<file path="src/rtl/pipe_stage_buf_pkg.sv">
// pipe_stage_buf_pkg
// Shared definitions for the pipeline stage buffer slice.
//   INST_ADDR_BUS / INST_BUS / EXCEP_TYPE_BUS : default per-lane field widths
//   STALL_CNT_W / STALL_CNT_MAX               : width and ceiling of the stall counter
//   sat_inc()                                 : saturating increment for the stall counter
//   `PIPE_LANE_SLICE(lane, width)             : part-select of one lane in a packed lane bus
`ifndef PIPE_STAGE_BUF_PKG_SV
`define PIPE_STAGE_BUF_PKG_SV

`define PIPE_LANE_SLICE(lane, width) [(lane)*(width) +: (width)]

package pipe_stage_buf_pkg;

  localparam int INST_ADDR_BUS  = 32;
  localparam int INST_BUS       = 32;
  localparam int EXCEP_TYPE_BUS = 6;

  localparam int STALL_CNT_W = 16;
  localparam logic [STALL_CNT_W-1:0] STALL_CNT_MAX = '1;

  function automatic logic [STALL_CNT_W-1:0] sat_inc(input logic [STALL_CNT_W-1:0] value);
    return (value == STALL_CNT_MAX) ? value : value + 1'b1;
  endfunction

endpackage

`endif

</file>
<file path="src/rtl/pipe_skid_entry.sv">
// pipe_skid_entry
// One registered beat with a valid flag. It carries no handshake logic; the
// owner decides when to load, clear or drop it.
//   clk, rst : clock and asynchronous active-low reset
//   clear    : zero the data and the valid flag (highest priority)
//   load     : capture d and set valid
//   drop     : clear valid only, keeping the data visible
//   d / q    : beat in / beat held
//   valid    : entry holds a live beat
module pipe_skid_entry #(
  parameter int W = 8
) (
  input  logic         clk,
  input  logic         rst,
  input  logic         clear,
  input  logic         load,
  input  logic         drop,
  input  logic [W-1:0] d,
  output logic         valid,
  output logic [W-1:0] q
);

  always_ff @(posedge clk or negedge rst) begin
    if (!rst) begin
      valid <= 1'b0;
      q     <= '0;
    end else if (clear) begin
      valid <= 1'b0;
      q     <= '0;
    end else if (load) begin
      valid <= 1'b1;
      q     <= d;
    end else if (drop) begin
      valid <= 1'b0;
    end
  end

endmodule

</file>
<file path="src/rtl/pipe_stage_buf.sv">
// pipe_stage_buf
// Pipeline stage buffer carrying LANES instruction slots (lane mask, PC,
// instruction word, exception code) between two CPU stages with a
// valid/ready handshake and a synchronous flush.
//
// Build option: define PIPE_STAGE_SKID_EN to add a second (skid) entry. That
// makes in_ready a registered signal (skid empty) and raises capacity to two
// beats. Without it, in_ready = !out_valid || out_ready and capacity is one.
//
// Ports
//   clk, rst        : clock, asynchronous active-low reset
//   flush           : kills every held beat and any concurrent input beat
//   in_valid/ready  : upstream handshake
//   in_lane_mask, in_pc, in_instr, in_excep    : incoming beat, lane i at [i*W +: W]
//   out_valid/ready : downstream handshake
//   out_lane_mask, out_pc, out_instr, out_excep : presented beat
//   stall_cnt       : saturating count of edges with out_valid && !out_ready
module pipe_stage_buf
  import pipe_stage_buf_pkg::*;
#(
  parameter int LANES   = 1,
  parameter int ADDR_W  = INST_ADDR_BUS,
  parameter int INSTR_W = INST_BUS,
  parameter int EXCEP_W = EXCEP_TYPE_BUS
) (
  input  logic                     clk,
  input  logic                     rst,
  input  logic                     flush,
  input  logic                     in_valid,
  output logic                     in_ready,
  input  logic [LANES-1:0]         in_lane_mask,
  input  logic [LANES*ADDR_W-1:0]  in_pc,
  input  logic [LANES*INSTR_W-1:0] in_instr,
  input  logic [LANES*EXCEP_W-1:0] in_excep,
  output logic                     out_valid,
  input  logic                     out_ready,
  output logic [LANES-1:0]         out_lane_mask,
  output logic [LANES*ADDR_W-1:0]  out_pc,
  output logic [LANES*INSTR_W-1:0] out_instr,
  output logic [LANES*EXCEP_W-1:0] out_excep,
  output logic [STALL_CNT_W-1:0]   stall_cnt
);

  // The whole beat is moved as one opaque vector; lanes are never inspected.
  localparam int BEAT_W = LANES * (1 + ADDR_W + INSTR_W + EXCEP_W);

  logic [BEAT_W-1:0] in_beat;
  logic [BEAT_W-1:0] main_d;
  logic [BEAT_W-1:0] main_q;
  logic              main_valid;
  logic              main_load;
  logic              main_drop;
  logic              in_fire;
  logic              out_fire;

  assign in_beat  = {in_lane_mask, in_pc, in_instr, in_excep};
  assign {out_lane_mask, out_pc, out_instr, out_excep} = main_q;
  assign out_valid = main_valid;

  assign in_fire  = in_valid && in_ready;
  assign out_fire = main_valid && out_ready;

`ifdef PIPE_STAGE_SKID_EN
  logic              skid_valid;
  logic              skid_load;
  logic              skid_drop;
  logic [BEAT_W-1:0] skid_q;

  // in_ready comes straight from a flop, cutting the combinational path
  // from out_ready back upstream.
  assign in_ready = !skid_valid;

  // A full skid entry blocks input, so it only ever refills main. With the
  // skid empty, a new beat goes into main whenever main is free or leaving
  // this cycle, and parks in the skid only when main is held.
  always_comb begin
    main_d    = in_beat;
    main_load = 1'b0;
    main_drop = 1'b0;
    skid_load = 1'b0;
    skid_drop = 1'b0;
    if (skid_valid) begin
      if (out_fire) begin
        main_d    = skid_q;
        main_load = 1'b1;
        skid_drop = 1'b1;
      end
    end else if (in_fire) begin
      if (!main_valid || out_ready) begin
        main_load = 1'b1;
      end else begin
        skid_load = 1'b1;
      end
    end else if (out_fire) begin
      main_drop = 1'b1;
    end
  end

  pipe_skid_entry #(
    .W(BEAT_W)
  ) u_skid (
    .clk   (clk),
    .rst   (rst),
    .clear (flush),
    .load  (skid_load),
    .drop  (skid_drop),
    .d     (in_beat),
    .valid (skid_valid),
    .q     (skid_q)
  );
`else
  assign in_ready = !main_valid || out_ready;

  // Single entry: an accepted beat always lands in main, possibly replacing
  // the beat that leaves on the same edge.
  always_comb begin
    main_d    = in_beat;
    main_load = in_fire;
    main_drop = out_fire && !in_fire;
  end
`endif

  // Flush clears main to all zeros so the bubble decodes as a NOP, and it
  // overrides any load on the same edge.
  pipe_skid_entry #(
    .W(BEAT_W)
  ) u_main (
    .clk   (clk),
    .rst   (rst),
    .clear (flush),
    .load  (main_load),
    .drop  (main_drop),
    .d     (main_d),
    .valid (main_valid),
    .q     (main_q)
  );

  // Counts backpressured edges, including one that coincides with a flush;
  // only reset clears it.
  always_ff @(posedge clk or negedge rst) begin
    if (!rst) begin
      stall_cnt <= '0;
    end else if (main_valid && !out_ready) begin
      stall_cnt <= sat_inc(stall_cnt);
    end
  end

endmodule

</file>
<file path="config.mk">
export PLATFORM = sky130hd
export DESIGN_NAME = pipe_stage_buf
export DESIGN_NICKNAME = d
export VERILOG_FILES = /design/src/rtl/pipe_stage_buf_pkg.sv /design/src/rtl/pipe_skid_entry.sv /design/src/rtl/pipe_stage_buf.sv
export SDC_FILE = /design/constraint.sdc
export NUM_CORES = 1
export LEC_CHECK = 0
export ABC_AREA = 1
export CAP_MARGIN = 5
export CORE_MARGIN = 2
export CORE_UTILIZATION = 46
export CTS_CLUSTER_DIAMETER = 30
export DETAILED_ROUTE_END_ITERATION = 10
export GPL_TIMING_DRIVEN = 0
export PLACE_DENSITY = 0.85
export SKIP_CTS_REPAIR_TIMING = 1
export SLEW_MARGIN = 25
export SYNTH_ARGS = -nofsm -noshare
export SYNTH_HDL_FRONTEND = slang
export SYNTH_SLANG_ARGS = --single-unit
</file>
<file path="constraint.sdc">
create_clock -name clk -period 3.6 [get_ports clk]
set_input_delay 0.72 -clock clk [delete_from_list [all_inputs] [get_ports clk]]
set_output_delay 0.72 -clock clk [all_outputs]
set_load 0.005 [all_outputs]
</file>
==> impl_metrics.prom <==
# TYPE chip_impl_metric gauge
chip_impl_info{name="worstSetupPathType",value="in2out"} 1
chip_impl_metric{name="dieHeight",unit="um"} 97.21
chip_impl_info{name="end_kind",value="output port"} 1
chip_impl_metric{name="cts.htree.levels",unit=""} 3
chip_impl_metric{name="utilization",unit=""} 0.7091
chip_impl_metric{name="synth_top_cell_area_share",unit=""} 0.5510
chip_impl_metric{name="number_of_buffers_inserted_during_clock_tree_synthesis",unit=""} 9
chip_impl_info{name="highest_layer",value="met4"} 1
chip_impl_metric{name="grt_pass1_wl",unit="um"} 18660
chip_impl_metric{name="die-area",unit="um2"} 9449
chip_impl_metric{name="largest_net_degree_at_the_start_of_global_routing",unit=""} 47
chip_impl_metric{name="synth-seq-cells",unit=""} 88
chip_impl_metric{name="ioPinCount",unit=""} 165
chip_impl_metric{name="drt_first_iter_violations",unit=""} 127
chip_impl_metric{name="fin_nets",unit=""} 724
chip_impl_metric{name="total_area_of_multi_input_combinational_cells",unit="um2"} 1309
chip_impl_metric{name="timing.final.hold_violations",unit=""} 0
chip_impl_metric{name="clock.fmax",unit="MHz"} 368.4
chip_impl_metric{name="route.met3.wl",unit="um"} 675
chip_impl_metric{name="wl_met1",unit="um"} 4623
chip_impl_metric{name="die_x",unit="um"} 97.21
chip_impl_metric{name="total_routed_length",unit="um"} 11060
chip_impl_metric{name="leakage_power",unit="nW"} 2.696
chip_impl_metric{name="core_area",unit="um2"} 8551
chip_impl_metric{name="power-per-cell-area",unit="nW/um2"} 417.3
chip_impl_metric{name="route.vias.total",unit=""} 3769
chip_impl_metric{name="postSynth.asyncResetShare",unit=""} 1.000
chip_impl_metric{name="worstMarginPinSlew",unit="ps"} 514.6
chip_impl_metric{name="clock-sinks",unit=""} 88
chip_impl_metric{name="detail_route.drc_violations",unit=""} 0
chip_impl_metric{name="synth_edf_count",unit=""} 0
chip_impl_info{name="ys_dominant_reg_cell",value="sky130_fd_sc_hd__dfrtp_1"} 1
chip_impl_info{name="min-delay-path-class",value="in2async"} 1
chip_impl_metric{name="period_needed",unit="ps"} 2714
chip_impl_metric{name="synthesis.yosys.warnings",unit=""} 0
chip_impl_metric{name="syn_area_per_cell",unit="um2"} 8.485
chip_impl_metric{name="nets_in_the_synthesized_netlist",unit=""} 548
chip_impl_metric{name="fp-row-count",unit=""} 34
chip_impl_info{name="crit_path_start_kind",value="input pin"} 1
chip_impl_metric{name="finalNonFillerCells",unit=""} 760
chip_impl_metric{name="clock-skew-final",unit="ps"} 10.29
chip_impl_info{name="post_synth_main_area_contributors",value="sky130_fd_sc_hd__dfrtp_1 (55%), sky130_fd_sc_hd__nand3_1 (10%), sky130_fd_sc_hd__inv_1 (8.3%), sky130_fd_sc_hd__o21ai_0 (6.9%), sky130_fd_sc_hd__nand2_1 (6.5%)"} 1
chip_impl_metric{name="cp.arrival",unit="ps"} 1990
chip_impl_info{name="tritoncts",value="built"} 1
chip_impl_metric{name="synth.distinct_cells",unit=""} 26
chip_impl_metric{name="syn_area",unit="um2"} 3996
chip_impl_metric{name="antennaDiodeCount",unit=""} 0
chip_impl_metric{name="overflow",unit=""} 0
chip_impl_metric{name="timing.final.setup_violations",unit=""} 0
chip_impl_metric{name="critPathMaxFanout",unit=""} 4
chip_impl_metric{name="gr-usage-all-layers",unit=""} 0.2418
chip_impl_metric{name="area_delta_synth_final",unit="%"} 51.72
chip_impl_metric{name="met2_routed_length",unit="um"} 5543
chip_impl_metric{name="detailed_place_hpwl",unit="um"} 8131
chip_impl_metric{name="seqCellArea",unit="um2"} 2202
chip_impl_metric{name="gp_routability_congestion",unit=""} 0.8440
chip_impl_info{name="grt_setup_unrepaired",value="no"} 1
chip_impl_info{name="synth_common_cells",value="sky130_fd_sc_hd__dfrtp_1 (88), sky130_fd_sc_hd__inv_1 (88), sky130_fd_sc_hd__nand3_1 (80), sky130_fd_sc_hd__nand2_1 (69), sky130_fd_sc_hd__o21ai_0 (55)"} 1
chip_impl_info{name="cts-root-buf",value="sky130_fd_sc_hd__clkbuf_8"} 1
chip_impl_metric{name="detail_route.wl_per_cell",unit="um"} 14.56
chip_impl_metric{name="grt_antenna_before_repair",unit=""} 0
chip_impl_metric{name="synthesis.instances",unit=""} 471
chip_impl_metric{name="drt_first_pass_iters",unit=""} 6
chip_impl_metric{name="n_fill_cell",unit=""} 666
chip_impl_metric{name="worstPathRequired",unit="ps"} 2880
chip_impl_metric{name="floorplan.initialDensity",unit=""} 0.4674
chip_impl_metric{name="ant_nets",unit=""} 0
chip_impl_metric{name="fraction_of_the_yosys_area_taken_by_sequential_cells",unit=""} 0.5510
chip_impl_metric{name="vias_in_the_first_global_route",unit=""} 3820
chip_impl_metric{name="final_layout_size_suffix_gt1_frac",unit=""} 0.06442
chip_impl_info{name="synthDominantAreaCellType",value="sky130_fd_sc_hd__dfrtp_1"} 1
chip_impl_metric{name="maxSlewViolCount",unit=""} 0
chip_impl_metric{name="io_buffers",unit=""} 164
chip_impl_info{name="outcome",value="finished clean"} 1
chip_impl_metric{name="place.detailed.instances",unit=""} 744
chip_impl_metric{name="clkSlewWorstSetupHoldPaths",unit="ps"} 90
chip_impl_metric{name="maxSlewHeadroom",unit=""} 0.6569
chip_impl_metric{name="clk_path_buf_depth",unit=""} 2
chip_impl_metric{name="drv.max_cap_violation_count",unit=""} 0
chip_impl_metric{name="drt-vias-per-instance",unit=""} 4.959
chip_impl_metric{name="power.ir.vdd_worst",unit="mV"} 0.2332
chip_impl_metric{name="insertion_delay_to_the_later_sink_of_the_worst_skew_pair",unit="ps"} 350
chip_impl_metric{name="final.period_utilization",unit=""} 0.7539
-- cell usage in the layout, fill, tap and decap left out --
master / count
sky130_fd_sc_hd__buf_12: 1
sky130_fd_sc_hd__and2_1: 1
sky130_fd_sc_hd__inv_1: 88
sky130_fd_sc_hd__nand2_1: 69
sky130_fd_sc_hd__nand4_1: 7
sky130_fd_sc_hd__nor2_1: 18
sky130_fd_sc_hd__clkbuf_8: 10
sky130_fd_sc_hd__clkdlybuf4s50_1: 163
sky130_fd_sc_hd__nand3_1: 80
sky130_fd_sc_hd__buf_4: 8
sky130_fd_sc_hd__buf_6: 2
sky130_fd_sc_hd__xor2_1: 2
sky130_fd_sc_hd__buf_2: 1
sky130_fd_sc_hd__o21ai_0: 55
sky130_fd_sc_hd__nand3b_1: 1
sky130_fd_sc_hd__ha_1: 1
sky130_fd_sc_hd__nand2_4: 2
sky130_fd_sc_hd__nor2_2: 2
sky130_fd_sc_hd__nor2_4: 2
sky130_fd_sc_hd__xnor2_1: 3
sky130_fd_sc_hd__o21ai_4: 1
sky130_fd_sc_hd__buf_1: 6
sky130_fd_sc_hd__buf_8: 1
sky130_fd_sc_hd__dfrtp_1: 88
sky130_fd_sc_hd__a21oi_1: 1
sky130_fd_sc_hd__inv_2: 4
sky130_fd_sc_hd__clkinvlp_4: 1
sky130_fd_sc_hd__bufinv_16: 4
sky130_fd_sc_hd__nand2_2: 3
sky130_fd_sc_hd__clkbuf_1: 8
sky130_fd_sc_hd__o21ai_1: 19
-- worst max-delay path, cell delays in order --
cell	delay, ps
sky130_fd_sc_hd__clkdlybuf4s50_1	460
sky130_fd_sc_hd__nor2_4	220
sky130_fd_sc_hd__inv_1	130
sky130_fd_sc_hd__clkdlybuf4s50_1	470
-- final cells by class --
class                      count  share of cell area
buffer                        24             0.02311
multi-input combinational    267              0.2158
clock buffer                  11             0.02332
sequential                    88              0.3632
timing repair buffer         165              0.2742
tap                          108             0.02229
inverter                      92             0.05695
clock inverter                 5             0.02105
-- logic make-up (layout without fill, tap and decap cells) --
logic type	Yosys count	after routing	share of synthesized area
compound gates	76	76	0.09799
buf+inv	116	297	0.1215
fa+ha+maj	1	1	0.003130
xor+xnor	5	5	0.01096
simple gates	185	185	0.2154
flops	88	88	0.5510
-- report_power, final --
| group | internal, mW | switching (mW) | leakage [nW] |
|---|---|---|---|
| sequential | 1.07 | 0.0726 | 1.15 |
| combinational | 0.286 | 0.197 | 1.41 |
| clock | 0.551 | 0.352 | 0.130 |
| total | 1.91 | 0.621 | 2.70 |
-- state kept, by name (all words and copies together) (netlist names) --
register	count
stall_cnt	16
u_main.q	71
u_main.valid	1
-- metal layers --
layer,up-vias,track usage
li1,1838,-
met1,1779,0.3079
met2,135,0.4092
met3,17,0.05108
met4,0,0.08667
met5,-,0
-- path summary, 6_finish.rpt --
path	from	to	slack (ps)	cells past startpoint
setup / recovery	out_ready	in_ready	890	4
hold / removal	rst	u_main.q[65]	270	1
setup reg to reg	stall_cnt[0]	stall_cnt[8]	1960	9
hold reg to reg	u_main.q[55]	u_main.q[55]	530	2
max in group asynchronous	rst	u_main.q[30]	2750	2
min in group clk	u_main.q[55]	u_main.q[55]	530	2
-- through the flow --
stage               setup TNS [ps]  hold slack [ps]  instance area [um2]  setup WS, ps  power, mW
floorplan                        0            424.4                 3996          1897      1.313
global placement           -111230            509.3                 5773         -1268      1.631
detailed placement               0            513.1                 5794         897.2      1.651
CTS                              0            284.2                 6063         881.5      2.549
global route                     0            297.2                 6063         817.4      2.641
finish                           0            267.6                 6063         885.9      2.530
(Power assumes the default switching activity.)
